`src/rtl/ps2_oric_matrix.sv`:
```
// ps2_oric_matrix
// Turns hps_io PS/2 key events into the Oric/Telestrat 8x8 keyboard matrix.
// The VIA row scan and PSG column mask are answered with a registered sense
// bit. F12 and Ctrl+Alt+Del are also decoded into one-cycle request pulses.
//
// Ports
//   clk_sys    system clock
//   RESET      synchronous, active-high reset
//   ps2_key    [10] strobe toggle, [9] pressed, [8] extended, [7:0] scancode
//   row_sel    VIA PB[2:0] row select
//   col_mask   PSG port A; a 0 bit enables that column
//   key_sense  VIA PB3; pressed key in selected row and an enabled column
//   nmi_req    one-cycle pulse on F12 make
//   reset_req  one-cycle pulse on Ctrl+Alt+Del make (Del = extended 0x71)
//   keys_down  number of matrix positions currently set (0..64)
//
// Pipeline: event -> s1 latch -> s2 lookup/modifiers -> s3 matrix write/pulses.
// The pipeline takes one event per cycle and never stalls.
module ps2_oric_matrix #(
  parameter KEYMAP_FILE = "oric_keymap.vh"
) (
  input  logic        clk_sys,
  input  logic        RESET,
  input  logic [10:0] ps2_key,
  input  logic [2:0]  row_sel,
  input  logic [7:0]  col_mask,
  output logic        key_sense,
  output logic        nmi_req,
  output logic        reset_req,
  output logic [6:0]  keys_down
);

  // The lookup below is the built-in Oric layout. It serves as the table
  // that KEYMAP_FILE names, so the parameter only documents the source.
  localparam bit KEYMAP_SET = (KEYMAP_FILE != "");

  // {valid, row[2:0], col[2:0]}
  function automatic logic [6:0] keymap(input logic ext, input logic [7:0] code);
    keymap = 7'd0;
    if (ext) begin
      case (code)
        8'h75: keymap = {1'b1, 3'd6, 3'd2};  // up
        8'h72: keymap = {1'b1, 3'd6, 3'd3};  // down
        8'h6B: keymap = {1'b1, 3'd6, 3'd4};  // left
        8'h74: keymap = {1'b1, 3'd6, 3'd6};  // right
        default: ;
      endcase
    end else begin
      case (code)
        8'h29: keymap = {1'b1, 3'd0, 3'd0};  // space
        8'h16: keymap = {1'b1, 3'd0, 3'd1};  // 1
        8'h1E: keymap = {1'b1, 3'd0, 3'd2};  // 2
        8'h26: keymap = {1'b1, 3'd0, 3'd3};  // 3
        8'h25: keymap = {1'b1, 3'd0, 3'd4};  // 4
        8'h2E: keymap = {1'b1, 3'd0, 3'd5};  // 5
        8'h36: keymap = {1'b1, 3'd0, 3'd6};  // 6
        8'h3D: keymap = {1'b1, 3'd0, 3'd7};  // 7
        8'h3E: keymap = {1'b1, 3'd1, 3'd0};  // 8
        8'h46: keymap = {1'b1, 3'd1, 3'd1};  // 9
        8'h45: keymap = {1'b1, 3'd1, 3'd2};  // 0
        8'h15: keymap = {1'b1, 3'd1, 3'd3};  // Q
        8'h1D: keymap = {1'b1, 3'd1, 3'd4};  // W
        8'h24: keymap = {1'b1, 3'd1, 3'd5};  // E
        8'h2D: keymap = {1'b1, 3'd1, 3'd6};  // R
        8'h2C: keymap = {1'b1, 3'd1, 3'd7};  // T
        8'h35: keymap = {1'b1, 3'd2, 3'd0};  // Y
        8'h3C: keymap = {1'b1, 3'd2, 3'd1};  // U
        8'h43: keymap = {1'b1, 3'd2, 3'd2};  // I
        8'h44: keymap = {1'b1, 3'd2, 3'd3};  // O
        8'h14: keymap = {1'b1, 3'd2, 3'd4};  // ctrl
        8'h4D: keymap = {1'b1, 3'd2, 3'd5};  // P
        8'h1B: keymap = {1'b1, 3'd2, 3'd6};  // S
        8'h23: keymap = {1'b1, 3'd2, 3'd7};  // D
        8'h2B: keymap = {1'b1, 3'd3, 3'd0};  // F
        8'h34: keymap = {1'b1, 3'd3, 3'd1};  // G
        8'h33: keymap = {1'b1, 3'd3, 3'd2};  // H
        8'h3B: keymap = {1'b1, 3'd3, 3'd3};  // J
        8'h42: keymap = {1'b1, 3'd3, 3'd4};  // K
        8'h4B: keymap = {1'b1, 3'd3, 3'd5};  // L
        8'h1A: keymap = {1'b1, 3'd3, 3'd6};  // Z
        8'h22: keymap = {1'b1, 3'd3, 3'd7};  // X
        8'h21: keymap = {1'b1, 3'd4, 3'd0};  // C
        8'h2A: keymap = {1'b1, 3'd4, 3'd1};  // V
        8'h32: keymap = {1'b1, 3'd4, 3'd2};  // B
        8'h31: keymap = {1'b1, 3'd4, 3'd3};  // N
        8'h12: keymap = {1'b1, 3'd4, 3'd4};  // left shift
        8'h3A: keymap = {1'b1, 3'd4, 3'd5};  // M
        8'h41: keymap = {1'b1, 3'd4, 3'd6};  // ,
        8'h49: keymap = {1'b1, 3'd4, 3'd7};  // .
        8'h76: keymap = {1'b1, 3'd5, 3'd0};  // esc
        8'h66: keymap = {1'b1, 3'd5, 3'd1};  // backspace -> DEL
        8'h4E: keymap = {1'b1, 3'd5, 3'd2};  // -
        8'h55: keymap = {1'b1, 3'd5, 3'd3};  // =
        8'h4C: keymap = {1'b1, 3'd5, 3'd4};  // ;
        8'h52: keymap = {1'b1, 3'd5, 3'd5};  // '
        8'h4A: keymap = {1'b1, 3'd5, 3'd6};  // /
        8'h5D: keymap = {1'b1, 3'd5, 3'd7};  // backslash
        8'h54: keymap = {1'b1, 3'd6, 3'd0};  // [
        8'h5B: keymap = {1'b1, 3'd6, 3'd1};  // ]
        8'h1C: keymap = {1'b1, 3'd6, 3'd5};  // A
        8'h0D: keymap = {1'b1, 3'd6, 3'd7};  // tab -> FUNCT
        8'h59: keymap = {1'b1, 3'd7, 3'd4};  // right shift
        8'h5A: keymap = {1'b1, 3'd7, 3'd5};  // enter
        default: ;
      endcase
    end
  endfunction

  logic              stb_q;
  logic              v1, v2;
  logic              pr1, ext1;
  logic [7:0]        code1;
  logic              hit2, pr2, nmi2, rst2;
  logic [2:0]        row2, col2;
  logic              ctrl_dn, alt_dn, shift;
  logic [7:0][7:0]   matrix;
  logic [6:0]        lk;

  assign lk = keymap(ext1, code1);

  always_ff @(posedge clk_sys) begin
    if (RESET) begin
      // Track the live strobe so the first cycle after reset sees no event
      stb_q     <= ps2_key[10];
      v1        <= 1'b0;
      v2        <= 1'b0;
      pr1       <= 1'b0;
      ext1      <= 1'b0;
      code1     <= 8'd0;
      hit2      <= 1'b0;
      pr2       <= 1'b0;
      nmi2      <= 1'b0;
      rst2      <= 1'b0;
      row2      <= 3'd0;
      col2      <= 3'd0;
      ctrl_dn   <= 1'b0;
      alt_dn    <= 1'b0;
      shift     <= 1'b0;
      matrix    <= '0;
      keys_down <= 7'd0;
      key_sense <= 1'b0;
      nmi_req   <= 1'b0;
      reset_req <= 1'b0;
    end else begin
      // stage 1: strobe edge latches the event
      stb_q <= ps2_key[10];
      v1    <= ps2_key[10] != stb_q;
      pr1   <= ps2_key[9];
      ext1  <= ps2_key[8];
      code1 <= ps2_key[7:0];

      // stage 2: lookup and modifier tracking. The reset hot-key uses the
      // modifier state before this event; the event is Del, so it never
      // changes the modifiers itself.
      v2   <= v1;
      hit2 <= lk[6];
      row2 <= lk[5:3];
      col2 <= lk[2:0];
      pr2  <= pr1;
      nmi2 <= pr1 & ~ext1 & (code1 == 8'h07);
      rst2 <= pr1 & ext1 & (code1 == 8'h71) & ctrl_dn & alt_dn;
      if (v1) begin
        if (code1 == 8'h14) ctrl_dn <= pr1;
        if (code1 == 8'h11) alt_dn  <= pr1;
        if (!ext1 && (code1 == 8'h12 || code1 == 8'h59)) shift <= pr1;
      end

      // stage 3: matrix write; the count moves only on real bit transitions
      nmi_req   <= v2 & nmi2;
      reset_req <= v2 & rst2;
      if (v2 && hit2) begin
        matrix[row2][col2] <= pr2;
        if (pr2 && !matrix[row2][col2])
          keys_down <= keys_down + 7'd1;
        else if (!pr2 && matrix[row2][col2])
          keys_down <= keys_down - 7'd1;
      end

      key_sense <= |(matrix[row_sel] & ~col_mask);
    end
  end

  // Shift is tracked for the host side but has no consumer in this block
  wire unused_ok = &{1'b0, shift, KEYMAP_SET};

endmodule

```
`config.mk`:
```
export PLATFORM = sky130hd
export DESIGN_NAME = ps2_oric_matrix
export DESIGN_NICKNAME = d
export VERILOG_FILES = /design/src/rtl/ps2_oric_matrix.sv
export SDC_FILE = /design/constraint.sdc
export NUM_CORES = 1
export LEC_CHECK = 0
export ABC_CLOCK_PERIOD_IN_PS = 8800
export CAP_MARGIN = 10
export CORE_MARGIN = 2
export CORE_UTILIZATION = 45
export CTS_CLUSTER_SIZE = 14
export DETAILED_ROUTE_END_ITERATION = 10
export GPL_TIMING_DRIVEN = 1
export PLACE_DENSITY_LB_ADDON = 0.1
export REMOVE_ABC_BUFFERS = 1
export SETUP_SLACK_MARGIN = 0.1
export SKIP_CTS_REPAIR_TIMING = 1
export SLEW_MARGIN = 10
export SYNTH_ARGS = -nofsm -noshare
export SYNTH_HDL_FRONTEND = slang
export SYNTH_SLANG_ARGS = --single-unit
```
`constraint.sdc`:
```
create_clock -name clk_sys -period 8.8 [get_ports clk_sys]
set_clock_uncertainty 0.1 [all_clocks]
set_input_delay 1.76 -clock clk_sys [delete_from_list [all_inputs] [get_ports clk_sys]]
set_output_delay 1.76 -clock clk_sys [all_outputs]
set_load 0.02 [all_outputs]
```
# After elaboration in Yosys (flattened, before gate mapping)
# Cells that the tools add are included.
# classes
magnitude_cmp,5
eq_ne,62
muxes,16
mul,0
n_bitwise,11
div,0
n_reduce_logical,12
shifts,0
n_addsub,2
# ops
cell,count
7-bit one-hot mux with 54 select lines,1
"8-bit by 7-bit == test with 1-bit output, second input constant",26
"8-bit by 6-bit == test with 1-bit output, second input constant",23
"8-bit by 5-bit == test with 1-bit output, second input constant",10
64-bit bitwise mux,1
8-bit binary-select mux with 3-bit select,2
7-bit one-hot mux with 4 select lines,1
8-bit demux with 3-bit select,1
8-bit two-way mux,3
7-bit two-way mux,3
"3-bit by 4-bit less-than comparator with 1-bit output, second input constant",3
1-bit bitwise AND,8
8-bit bitwise AND,1
"8-bit by 3-bit == test with 1-bit output, second input constant",1
"8-bit by 4-bit == test with 1-bit output, second input constant",1
8-bit inverter,1
8-bit OR reduction,1
"7-bit by 1-bit adder with 7-bit output, second input constant",1
"7-bit by 1-bit subtractor with 7-bit output, second input constant",1
"3-bit by 1-bit >= comparator with 1-bit output, second input constant",2
2-bit AND reduction,3
1-bit logical AND,5
1-bit binary-select mux with 3-bit select,1
1-bit demux with 3-bit select,1
other kinds (5),7
# totals
romBits,0
ff_bits,99
out_inout_bits,10
mem_bits_rw,0
latch_bits,0
memories,0

# Logic depth before layout (Yosys ltp)
# depth
depth_word,8
mapped_depth,17
depth_no_buf,15

# Worst setup path after synthesis
# No wires, ideal clock.
# synth_timing
path_type,register to register
start,reg row2[2]
end,reg keys_down[6]
stages_incl_launch_ff,18
required_time_ns,8.577
arrival_ns,3.424
setup_slack_ns,5.153
path_cell_list,dfxtp_1 > buf_2 > buf_2 > buf_1 > mux2i_1 > o21ai_0 > o21ai_0 > a21oi_1 > nor4_1 > ha_1 > inv_1 > fa_1 > a21oi_1 > o21bai_1 > a21oi_1 > nand2_1 > o211ai_1 > mux2_1
# synth_between
elab_chain_len,8
elab_cells_between_ends,10
classes_between,5 x mux; 5 x reduce/logical
# synth_lines
item,line_no,source
from (decl),114,"logic [2:0] row2, col2;"
from (signal assigned),157,row2 <= lk[5:3];
8-bit binary-select mux with 3-bit select (*),"173, 175",
8-bit two-way mux (not written as such) (*),"173, 175",
1-bit binary-select mux with 3-bit select (*),"173, 175",
1-bit two-way mux (not written as such) (*),"173, 175",
1-bit zero test,173,if (pr2 && !matrix[row2][col2])
1-bit logical AND,173,
2-bit nonzero test (no line),n/a,
2-bit AND reduction (no line),n/a,
to (signal assigned),174,keys_down <= keys_down + 7'd1;
to (signal assigned),176,keys_down <= keys_down - 7'd1;
to (decl),30,output logic [6:0] keys_down
# Every way passes the cells marked *; elsewhere a longest branch is shown, timed or not. The select of a mux whose other input is x is not followed.
# A chain may end at the register's enable or synchronous reset.

# Worst setup path after layout
# Ends and elaborated chain as after synthesis.

==> flow_summary.json <==
{
  "drc": 0,
  "core_sq_um": 13300,
  "fin_ws_ns": 4.09,
  "crit_type": "register to register",
  "critical_path.startpoint_type": "register",
  "nets": 780,
  "p_int_uw": 710,
  "place_ws_ns": 4.14,
  "end_kind": "register",
  "ys_ff_latch": 99,
  "p_sw_uw": 239,
  "initial_core_util": 0.463,
  "syn_area_per_cell_sq_um": 8.00,
  "ys_seq_area_frac": 0.322,
  "tightest_slew_ns": 1.10,
  "hold_class": "register to register",
  "fillers": 1283,
  "clock-sinks": 99,
  "cts.clk_slew.worst_paths_ns": 0.07,
  "wirelength_microns": 16500,
  "worstPathArrival_ns": 4.85,
  "die-width_microns": 121,
  "relSlewSlack": 0.264,
  "p_comb_frac": 0.094,
  "synth_top_area_cell": "dfxtp_1",
  "drv_slew": 0,
  "finalCritPeriodShare": 0.535,
  "grt_max_degree": 66,
  "crit_required_ns": 8.94,
  "gp_congestion": 0.875,
  "num_rows": 42,
  "tns_ns": 0,
  "worstPathMaxFanout": 23,
  "avgViaCountPerCell": 6.06,
  "die_y_microns": 121,
  "first_pass_iters": 5,
  "cts_buffers": 9,
  "power.share.switching": 0.252,
  "synth_ff_type": "dfxtp_1",
  "htreeDepth": 3,
  "grt_pass1_wl_microns": 26600,
  "static-leakage-power_uw": 0.00216,
  "placed_area_sq_um": 6450,
  "grt_overflow": 0,
  "synth_area_sq_um": 6160,
  "synth-async-reset-ratio": 0,
  "grt_pass1_vias": 5069,
  "min_period_ns": 4.71,
  "drt-initial-drc-count": 545,
  "numPortBuffers": 33,
  "antenna_left": 0,
  "yosys.cell_types.count": 73,
  "synth.area.top_cells": "dfxtp_1 32%, mux4_2 10%, a21oi_1 6.4%",
  "synth_edf_count": 0,
  "insertion_delay_ns": 0.35,
  "setup_viol": 0,
  "power.density_nw_per_um2": 141,
  "max_cap_viol_count": 0,
  "vias": 5640,
  "seq_area_sq_um": 1980,
  "hold_viol_final": 0,
  "status": "completed",
  "antenna_found_initial": 0,
  "ys_warn_count": 0,
  "synth_cells": 770,
  "cts-root-buf": "clkbuf_16",
  "drt-wirelength-per-cell_microns": 17.8,
  "drive_above_1_share": 0.0836,
  "clock_path_buffers": 2,
  "areaGrowthSynthToFinish_pct": 9.44,
  "netlist.area_leader.share": 0.322,
  "antenna_cells": 0,
  "fin_area_sq_um": 6740,
  "seqPwrFrac": 0.492,
  "irDropWorstVdd_v": 0.000133,
  "pwr-share-clk": 0.414,
  "io_pins": 34,
  "multi_input_area_sq_um": 3830,
  "place_hpwl_microns": 11100,
  "cts_tree": "yes",
  "dieArea_sq_um": 14600,
  "rsz0062_at_grt": "no",
  "grt_use_total": 0.231,
  "clock.fmax_mhz": 212
}
-- cells in the final DEF, fill, tap and decap left out, types with 8 or more instances in the layout --
cell,n
mux4_2,28
nand4_1,8
nor2_1,93
nand2b_1,24
dfxtp_1,98
nor3_1,9
inv_1,15
clkdlybuf4s50_1,31
clkbuf_16,9
nand2_1,87
o22ai_1,9
mux2i_1,22
a21oi_1,79
nand3_1,14
nor2b_1,21
o21ai_0,66
-- critical path, cell delays in order (launching register included) --
cell      delay [ns]
dfxtp_1         1.05
mux4_2          0.63
mux2i_1         0.18
o22a_1          0.14
o221ai_1        0.14
nor4_1          0.49
ha_1            0.32
inv_1           0.15
fa_1            0.43
a21oi_1         0.14
o21bai_1        0.10
a21oi_1         0.20
nand2_1         0.07
o211ai_1        0.10
mux2_1          0.35
-- kinds of logic after synthesis --
family,after synthesis,share of synthesized area
fa+ha+maj,7,0.0154
xor+xnor,10,0.0142
flops,99,0.322
buf+inv,86,0.0575
simple gates,304,0.244
compound gates,212,0.205
mux,52,0.142
-- layer usage --
metal,vias to the layer above,wire length [microns],global-route usage
li1,2719,-,-
met1,2715,7720,0.333
met2,191,7570,0.354
met3,15,1060,0.0470
met4,0,197,0.0589
met5,-,0,0
-- path summary, 6_finish.rpt --
| path | startpoint | end | slack, ns | cells after the start |
|---|---|---|---|---|
| worst max-delay path | row2[2] | keys_down[6] | 4.09 | 14 |
| worst min-delay path | alt_dn | rst2 | 0.38 | 2 |
| worst max register to register | row2[2] | keys_down[6] | 4.09 | 14 |
| worst min register to register | alt_dn | rst2 | 0.38 | 2 |
-- final cells by class --
| cell class | instances | share of cell area |
|---|---|---|
| tap | 176 | 0.0327 |
| multi-input combinational | 585 | 0.567 |
| clock buffer | 10 | 0.0340 |
| inverter | 16 | 0.00891 |
| clock inverter | 6 | 0.00965 |
| sequential | 99 | 0.294 |
| timing repair buffer | 38 | 0.0534 |
-- synth_stat cells (4+ instances only) --
| master | count |
|---|---|
| nand3_1 | 14 |
| nand4_1 | 8 |
| nand2_1 | 87 |
| dfxtp_1 | 99 |
| clkbuf_1 | 42 |
| mux4_2 | 28 |
| xnor2_1 | 7 |
| o22ai_1 | 9 |
| nor4_1 | 4 |
| mux2i_1 | 22 |
| a221oi_1 | 4 |
| o32ai_1 | 6 |
| a31oi_1 | 7 |
| nor3_1 | 9 |
| buf_1 | 5 |
| inv_1 | 15 |
| nor2_1 | 93 |
| o21ai_0 | 66 |
| buf_2 | 21 |
| nand2b_1 | 24 |
| a21oi_1 | 79 |
| nand3b_1 | 5 |
| and3_1 | 4 |
| ha_1 | 6 |
| nor4b_1 | 4 |
| nor2b_1 | 21 |
| o21bai_1 | 5 |
-- sequential cells by signal (all words and copies together), names as in the netlist, 3 cells and up --
name	cells
code1	8
col2	3
keys_down	7
matrix	64
row2	3
-- power groups by stage --
stage | Combinational, uW | Clock, uW | Sequential (uW)
2_1_floorplan | 44.9 | 0 | 479
3_3_place_gp | 87.5 | 0 | 476
3_5_place_dp | 88.2 | 0 | 476
4_1_cts | 88.4 | 404 | 466
5_1_grt | 97.3 | 421 | 468
6_report | 88.9 | 393 | 466
-- metrics by stage --
| step | cells | hold slack, ns | total power (uW) | utilization |
|---|---|---|---|---|
| floorplan | 700 | 0.326 | 524 | - |
| global placement | 914 | 0.348 | 564 | 0.486 |
| detailed placement | 914 | 0.361 | 565 | 0.486 |
| CTS | 930 | 0.376 | 958 | 0.508 |
| global route | 930 | 0.406 | 985 | 0.507 |
| finish | 930 | 0.376 | 949 | 0.507 |
Note: power is estimated with default switching activity, not from simulation.
